## config.mk

```make
export PLATFORM = sky130hd
export DESIGN_NAME = alu_rs_scheduler
export DESIGN_NICKNAME = d
export VERILOG_FILES = /design/src/rtl/alu_rs_scheduler_pkg.sv /design/src/rtl/alu_rs_scheduler_picker.sv /design/src/rtl/alu_rs_scheduler.sv
export SDC_FILE = /design/constraint.sdc
export NUM_CORES = 2
export LEC_CHECK = 0
export CAP_MARGIN = 20
export CORE_MARGIN = 5
export CORE_UTILIZATION = 42
export CTS_CLUSTER_SIZE = 30
export DETAILED_ROUTE_END_ITERATION = 6
export GPL_ROUTABILITY_DRIVEN = 0
export PLACE_DENSITY_LB_ADDON = 0.3
export SLEW_MARGIN = 0
export SYNTH_ARGS = -nofsm -noshare
export SYNTH_HDL_FRONTEND = slang
export SYNTH_SLANG_ARGS = --single-unit
```

## constraint.sdc

```tcl
create_clock -name clk -period 6.3 [get_ports clk]
set_clock_uncertainty 0.05 [all_clocks]
set_input_delay 0.945 -clock clk [delete_from_list [all_inputs] [get_ports clk]]
set_output_delay 0.945 -clock clk [all_outputs]
set_load 0.02 [all_outputs]
```

## src/rtl/alu_rs_scheduler_pkg.sv

```systemverilog
// ============================================================================
// Module      : alu_rs_scheduler_pkg
// Description : Shared widths, opcode encodings and entry-count default for
//               the ALU reservation station. Machine-wide widths normally come
//               from global_params.v; the guarded defaults below apply only if
//               that file has not already defined them.
// Revision    : 1.0 - initial release
// ============================================================================
`default_nettype none

`ifndef XLEN
`define XLEN 32
`endif
`ifndef ALU_OP_WIDTH
`define ALU_OP_WIDTH 4
`endif
`ifndef ROB_SIZE_WIDTH
`define ROB_SIZE_WIDTH 4
`endif
`ifndef ALU_RS_SIZE_WIDTH
`define ALU_RS_SIZE_WIDTH 3
`endif

package alu_rs_scheduler_pkg;

    localparam int XLEN              = `XLEN;
    localparam int ALU_OP_WIDTH      = `ALU_OP_WIDTH;
    localparam int ROB_SIZE_WIDTH    = `ROB_SIZE_WIDTH;
    localparam int ALU_RS_SIZE_WIDTH = `ALU_RS_SIZE_WIDTH;

    // ALU opcode encodings shared by decoder, scheduler and ALU
    typedef enum logic [ALU_OP_WIDTH-1:0] {
        ALU_ADD  = 4'd0,
        ALU_SUB  = 4'd1,
        ALU_AND  = 4'd2,
        ALU_OR   = 4'd3,
        ALU_XOR  = 4'd4,
        ALU_SLL  = 4'd5,
        ALU_SRL  = 4'd6,
        ALU_SRA  = 4'd7,
        ALU_SLT  = 4'd8,
        ALU_SLTU = 4'd9
    } alu_op_e;

endpackage

`default_nettype wire

```

## src/rtl/alu_rs_scheduler_picker.sv

```systemverilog
// ============================================================================
// Module      : rs_picker
// Description : Lowest-index set-bit finder. Returns whether any bit is set
//               and the index of the lowest one (zero when none is set).
// Revision    : 1.0 - initial release
// ============================================================================
`default_nettype none

module rs_picker #(
    parameter int WIDTH = 8,
    parameter int IDX_W = (WIDTH > 1) ? $clog2(WIDTH) : 1
) (
    input  logic [WIDTH-1:0] i_vec,
    output logic             o_found,
    output logic [IDX_W-1:0] o_idx
);

    // Scan from the top down so the lowest set bit is the last one written
    always_comb begin
        o_found = 1'b0;
        o_idx   = '0;
        for (int i = WIDTH - 1; i >= 0; i--) begin
            if (i_vec[i]) begin
                o_found = 1'b1;
                o_idx   = IDX_W'(i);
            end
        end
    end

endmodule

`default_nettype wire

```

## src/rtl/alu_rs_scheduler.sv

```systemverilog
// ============================================================================
// Module      : alu_rs_scheduler
// Description : Reservation station for the integer ALU. Accepts one dispatch
//               per cycle, captures pending operands from the ALU and LSB
//               result broadcasts, and issues the lowest-index ready entry
//               into the single-cycle ALU through registered rs_* outputs.
// Revision    : 1.0 - initial release
// ============================================================================
`default_nettype none

module alu_rs_scheduler
    import alu_rs_scheduler_pkg::*;
#(
    parameter int RS_SIZE_WIDTH = ALU_RS_SIZE_WIDTH
) (
    input  logic                      clk,
    input  logic                      rst,
    input  logic                      rdy,
    input  logic                      flush,
    input  logic                      dec_valid,
    input  logic [ALU_OP_WIDTH-1:0]   dec_op,
    input  logic [XLEN-1:0]           dec_val1,
    input  logic [XLEN-1:0]           dec_val2,
    input  logic                      dec_dep1,
    input  logic                      dec_dep2,
    input  logic [ROB_SIZE_WIDTH-1:0] dec_tag1,
    input  logic [ROB_SIZE_WIDTH-1:0] dec_tag2,
    input  logic [ROB_SIZE_WIDTH-1:0] dec_id,
    input  logic                      alu_ready,
    input  logic [XLEN-1:0]           alu_res,
    input  logic [ROB_SIZE_WIDTH-1:0] alu_id,
    input  logic                      lsb_ready,
    input  logic [XLEN-1:0]           lsb_res,
    input  logic [ROB_SIZE_WIDTH-1:0] lsb_id,
    output logic                      rs_full,
    output logic                      rs_ready,
    output logic [ALU_OP_WIDTH-1:0]   rs_op,
    output logic [XLEN-1:0]           rs_val1,
    output logic [XLEN-1:0]           rs_val2,
    output logic [ROB_SIZE_WIDTH-1:0] rs_id
);

    localparam int N = 1 << RS_SIZE_WIDTH;

    // Entry storage, one array per field
    logic [N-1:0]              r_busy;
    logic [N-1:0]              r_dep1;
    logic [N-1:0]              r_dep2;
    logic [ALU_OP_WIDTH-1:0]   r_op   [N];
    logic [XLEN-1:0]           r_val1 [N];
    logic [XLEN-1:0]           r_val2 [N];
    logic [ROB_SIZE_WIDTH-1:0] r_tag1 [N];
    logic [ROB_SIZE_WIDTH-1:0] r_tag2 [N];
    logic [ROB_SIZE_WIDTH-1:0] r_id   [N];

    logic [N-1:0]              w_free;
    logic [N-1:0]              w_ready;
    logic                      w_free_found;
    logic [RS_SIZE_WIDTH-1:0]  w_free_idx;
    logic                      w_issue_found;
    logic [RS_SIZE_WIDTH-1:0]  w_issue_idx;
    logic                      w_disp;

    logic [N-1:0]              w_wk1;
    logic [N-1:0]              w_wk2;
    logic [XLEN-1:0]           w_wk1_val [N];
    logic [XLEN-1:0]           w_wk2_val [N];

    logic [XLEN-1:0]           w_disp_val1;
    logic [XLEN-1:0]           w_disp_val2;
    logic                      w_disp_dep1;
    logic                      w_disp_dep2;

    // Readiness uses registered state only, so a same-cycle wakeup waits a cycle
    assign w_free  = ~r_busy;
    assign w_ready = r_busy & ~r_dep1 & ~r_dep2;
    assign rs_full = &r_busy;
    // A dispatch into a full station is illegal and simply ignored
    assign w_disp  = dec_valid & w_free_found;

    rs_picker #(
        .WIDTH (N),
        .IDX_W (RS_SIZE_WIDTH)
    ) u_free_pick (
        .i_vec   (w_free),
        .o_found (w_free_found),
        .o_idx   (w_free_idx)
    );

    rs_picker #(
        .WIDTH (N),
        .IDX_W (RS_SIZE_WIDTH)
    ) u_ready_pick (
        .i_vec   (w_ready),
        .o_found (w_issue_found),
        .o_idx   (w_issue_idx)
    );

    // Per-entry tag match against both broadcast buses; ALU wins on a tie
    for (genvar i = 0; i < N; i++) begin : g_wakeup
        logic w_a1, w_l1, w_a2, w_l2;
        assign w_a1         = alu_ready && (alu_id == r_tag1[i]);
        assign w_l1         = lsb_ready && (lsb_id == r_tag1[i]);
        assign w_a2         = alu_ready && (alu_id == r_tag2[i]);
        assign w_l2         = lsb_ready && (lsb_id == r_tag2[i]);
        assign w_wk1[i]     = r_busy[i] && r_dep1[i] && (w_a1 || w_l1);
        assign w_wk2[i]     = r_busy[i] && r_dep2[i] && (w_a2 || w_l2);
        assign w_wk1_val[i] = w_a1 ? alu_res : lsb_res;
        assign w_wk2_val[i] = w_a2 ? alu_res : lsb_res;
    end

    // Dispatch bypass: an operand produced by a broadcast this cycle is captured directly
    always_comb begin
        w_disp_val1 = dec_val1;
        w_disp_dep1 = dec_dep1;
        w_disp_val2 = dec_val2;
        w_disp_dep2 = dec_dep2;
        if (dec_dep1) begin
            if (alu_ready && alu_id == dec_tag1) begin
                w_disp_val1 = alu_res;
                w_disp_dep1 = 1'b0;
            end else if (lsb_ready && lsb_id == dec_tag1) begin
                w_disp_val1 = lsb_res;
                w_disp_dep1 = 1'b0;
            end
        end
        if (dec_dep2) begin
            if (alu_ready && alu_id == dec_tag2) begin
                w_disp_val2 = alu_res;
                w_disp_dep2 = 1'b0;
            end else if (lsb_ready && lsb_id == dec_tag2) begin
                w_disp_val2 = lsb_res;
                w_disp_dep2 = 1'b0;
            end
        end
    end

    // Entry update: dispatch into the free slot, release the issued slot, apply wakeups
    always_ff @(posedge clk) begin
        if (rst) begin
            r_busy <= '0;
            r_dep1 <= '0;
            r_dep2 <= '0;
        end else if (rdy) begin
            if (flush) begin
                r_busy <= '0;
            end else begin
                for (int i = 0; i < N; i++) begin
                    if (w_disp && w_free_idx == RS_SIZE_WIDTH'(i)) begin
                        r_busy[i] <= 1'b1;
                        r_op[i]   <= dec_op;
                        r_val1[i] <= w_disp_val1;
                        r_val2[i] <= w_disp_val2;
                        r_dep1[i] <= w_disp_dep1;
                        r_dep2[i] <= w_disp_dep2;
                        r_tag1[i] <= dec_tag1;
                        r_tag2[i] <= dec_tag2;
                        r_id[i]   <= dec_id;
                    end else begin
                        if (w_issue_found && w_issue_idx == RS_SIZE_WIDTH'(i)) begin
                            r_busy[i] <= 1'b0;
                        end
                        if (w_wk1[i]) begin
                            r_val1[i] <= w_wk1_val[i];
                            r_dep1[i] <= 1'b0;
                        end
                        if (w_wk2[i]) begin
                            r_val2[i] <= w_wk2_val[i];
                            r_dep2[i] <= 1'b0;
                        end
                    end
                end
            end
        end
    end

    // Issue register: present the selected entry to the ALU, hold payload when idle
    always_ff @(posedge clk) begin
        if (rst) begin
            rs_ready <= 1'b0;
            rs_op    <= '0;
            rs_val1  <= '0;
            rs_val2  <= '0;
            rs_id    <= '0;
        end else if (rdy) begin
            if (flush) begin
                rs_ready <= 1'b0;
            end else if (w_issue_found) begin
                rs_ready <= 1'b1;
                rs_op    <= r_op[w_issue_idx];
                rs_val1  <= r_val1[w_issue_idx];
                rs_val2  <= r_val2[w_issue_idx];
                rs_id    <= r_id[w_issue_idx];
            end else begin
                rs_ready <= 1'b0;
            end
        end
    end

endmodule

`default_nettype wire

```

==> metrics.txt <==
Startpoint Class flip-flop; # H-tree levels 3; status complete, no violations; CTS buffer count 82; most frequent cells in the layout mux2i_1, edfxtp_1, clkdlybuf4s50_1; vias 32,600; Rows 117; Final ANT Viol Nets 0; critical path class reg2reg; clk_lat worst skew 0.65 ns; post-synth net total 3,698; slew margin rel. 20.5%; Setup Fix Bufs, Post-CTS 0; largest net degree at the start of global routing 204; Main synth FF type edfxtp_1; CP Max Fanout 77; Synth Instances 3,537; fin cells 5,013; Final Max Tran Viols 0; Final Cell Area 49,500 um2; Ports 235; commonest non-fill, non-tap cell in the layout mux2i_1; post-DR vias/cell 6.50; Final min period 4.43 ns; layout cells sized above 1 13.1%; total gr overflow 0; total length of routed wires 161,000 um; CTS tree built; pwr/cell area 230 nW/um2; Critical Path RT 6.79 ns; Die Height 329 um; Lkg Pwr 0.0143 uW; Syn. warnings 0; # clock sinks 737; final setup fails 0; Seq/Total Area, Yosys 49.4%; Placement Setup Slack 1.54 ns; DP Cell Count 4,854; RSZ-0062 raised after global routing no; asr flop ratio synth 0%; CTS resizes 0; FF-to-FF setup slack 1.87 ns; Die X 329 um; Core ar. 102,000 um2; clock tree buffer depth 3; Avg Cell Area, Syn 12.1 um2; synthesized area 42,800 um2; Netlist cell types 56; Pre-Repair DR Iteration Count 6; Nets 3,733; Peak VDD IR 0.198 mV; CTS clk-pin slew, worst paths 0.06 ns; fmax 226 MHz; Root Buffer clkbuf_16; Iteration-0 DRC Markers 4,076; DR WL/cell 32.2 um; initial antenna violation count 11; maxcap violations 0; post-synthesis register bit count 737; die area 108,000 um2; Placed Area 46,700 um2; endpoints failing hold 0; Worst Tran Pin Value 1.19 ns; total power 11,400 uW; Post-synth EDFFs 640; area growth from synthesis to layout 15.5%; Final Cycle Share 70.3%; I/O Buffers 234; Initial Utilization 42.1%; CP Capture Type flip-flop; detailed placement HPWL 92,300 um; drt drc 0; Hold WC Path Type reg2reg; setup ws final 1.87 ns; Total Neg Setup Slack 0 ns; first-pass GRT wire length 229,000 um; All-Layer GR Usage 28.7%; arrival time at the worst endpoint 4.92 ns; vias in the first global route 31,900; CTS Hold Bufs 0
-- metal layers --
layer / global-route usage [%] / routed length (um) / vias to the layer above
met3: 6.81 / 16700 / 441
met5: 0 / 38 / -
met2: 46.0 / 73900 / 1966
met1: 37.8 / 63900 / 16400
li1: - / - / 13700
met4: 11.5 / 6740 / 6
-- cells by family (layout without fill, tap and decap cells) --
group | after synthesis | after routing | synth area share (%)
simple gates | 464 | 464 | 6.28
xor+xnor | 144 | 144 | 2.95
mux | 1044 | 1044 | 24.4
other cells | 0 | 6 | 0
flops | 737 | 737 | 49.4
compound gates | 716 | 716 | 12.6
buf+inv | 432 | 534 | 4.35
-- per-stage QoR --
| stage | hold slack (ns) | utilization (%) |
|---|---|---|
| after global placement | 0.389 | 45.9 |
| after CTS | 0.402 | 48.6 |
| after floorplan | 0.431 | - |
| after detailed placement | 0.394 | 45.9 |
| after global routing | 0.413 | 48.7 |
| final | 0.397 | 48.7 |
-- critical path, stage by stage, from the launching register on --
cell	delay (ns)
dfxtp_1	0.45
or3b_1	0.47
a21oi_4	0.74
nand3_4	0.91
nand2_8	1.13
mux2i_1	0.19
a222oi_1	0.30
-- cells in the mapped netlist (all sizes together) (68+ instances only) --
library cell  instances  share of area (%)
a211oi               69                1.2
a21boi               68                1.2
a31o                 69                1.4
and3                131                1.9
buf                 170                2.1
clkbuf              254                2.2
dfxtp                97                4.5
edfxtp              640                 45
mux2i              1044                 24
nand2               129                1.1
nand3                88                1.0
o21ai               211                2.5
o22ai                79                1.2
xor2                108                2.2
-- state kept, by name (all words and copies together) (netlist names), 32 cells and up --
name     cells
rs_val1     32
r_tag1      32
r_op        32
r_val2     256
r_tag2      32
r_val1     256
rs_val2     32
r_id        32
-- power breakdown --
part | switching (uW) | internal [uW] | total, uW
Combinational | 613 | 384 | 997
Clock | 2050 | 2960 | 5000
Sequential | 10.9 | 5340 | 5350
Total | 2670 | 8680 | 11400
-- area by class of cell --
type | instances | area [um2]
Sequential cell | 737 | 21200
Timing Repair Buffer | 375 | 3570
Inverter | 8 | 30.0
Tap cell | 1368 | 1710
Fill cell | 9073 | 52100
Multi-Input combinational cell | 2368 | 20200
Clock inverter | 33 | 387
Antenna cell | 6 | 15.0
Clock buffer | 118 | 2350
-- worst paths after layout --
kind | cells past startpoint | from | endpoint
setup reg to reg | 6 | r_busy[3] | rs_val2[11]
setup / recovery | 6 | r_busy[3] | rs_val2[11]
hold / removal | 2 | rs_val2[16] | rs_val2[16]
hold reg to reg | 2 | rs_val2[16] | rs_val2[16]
Power figures use the tool's default switching activity.
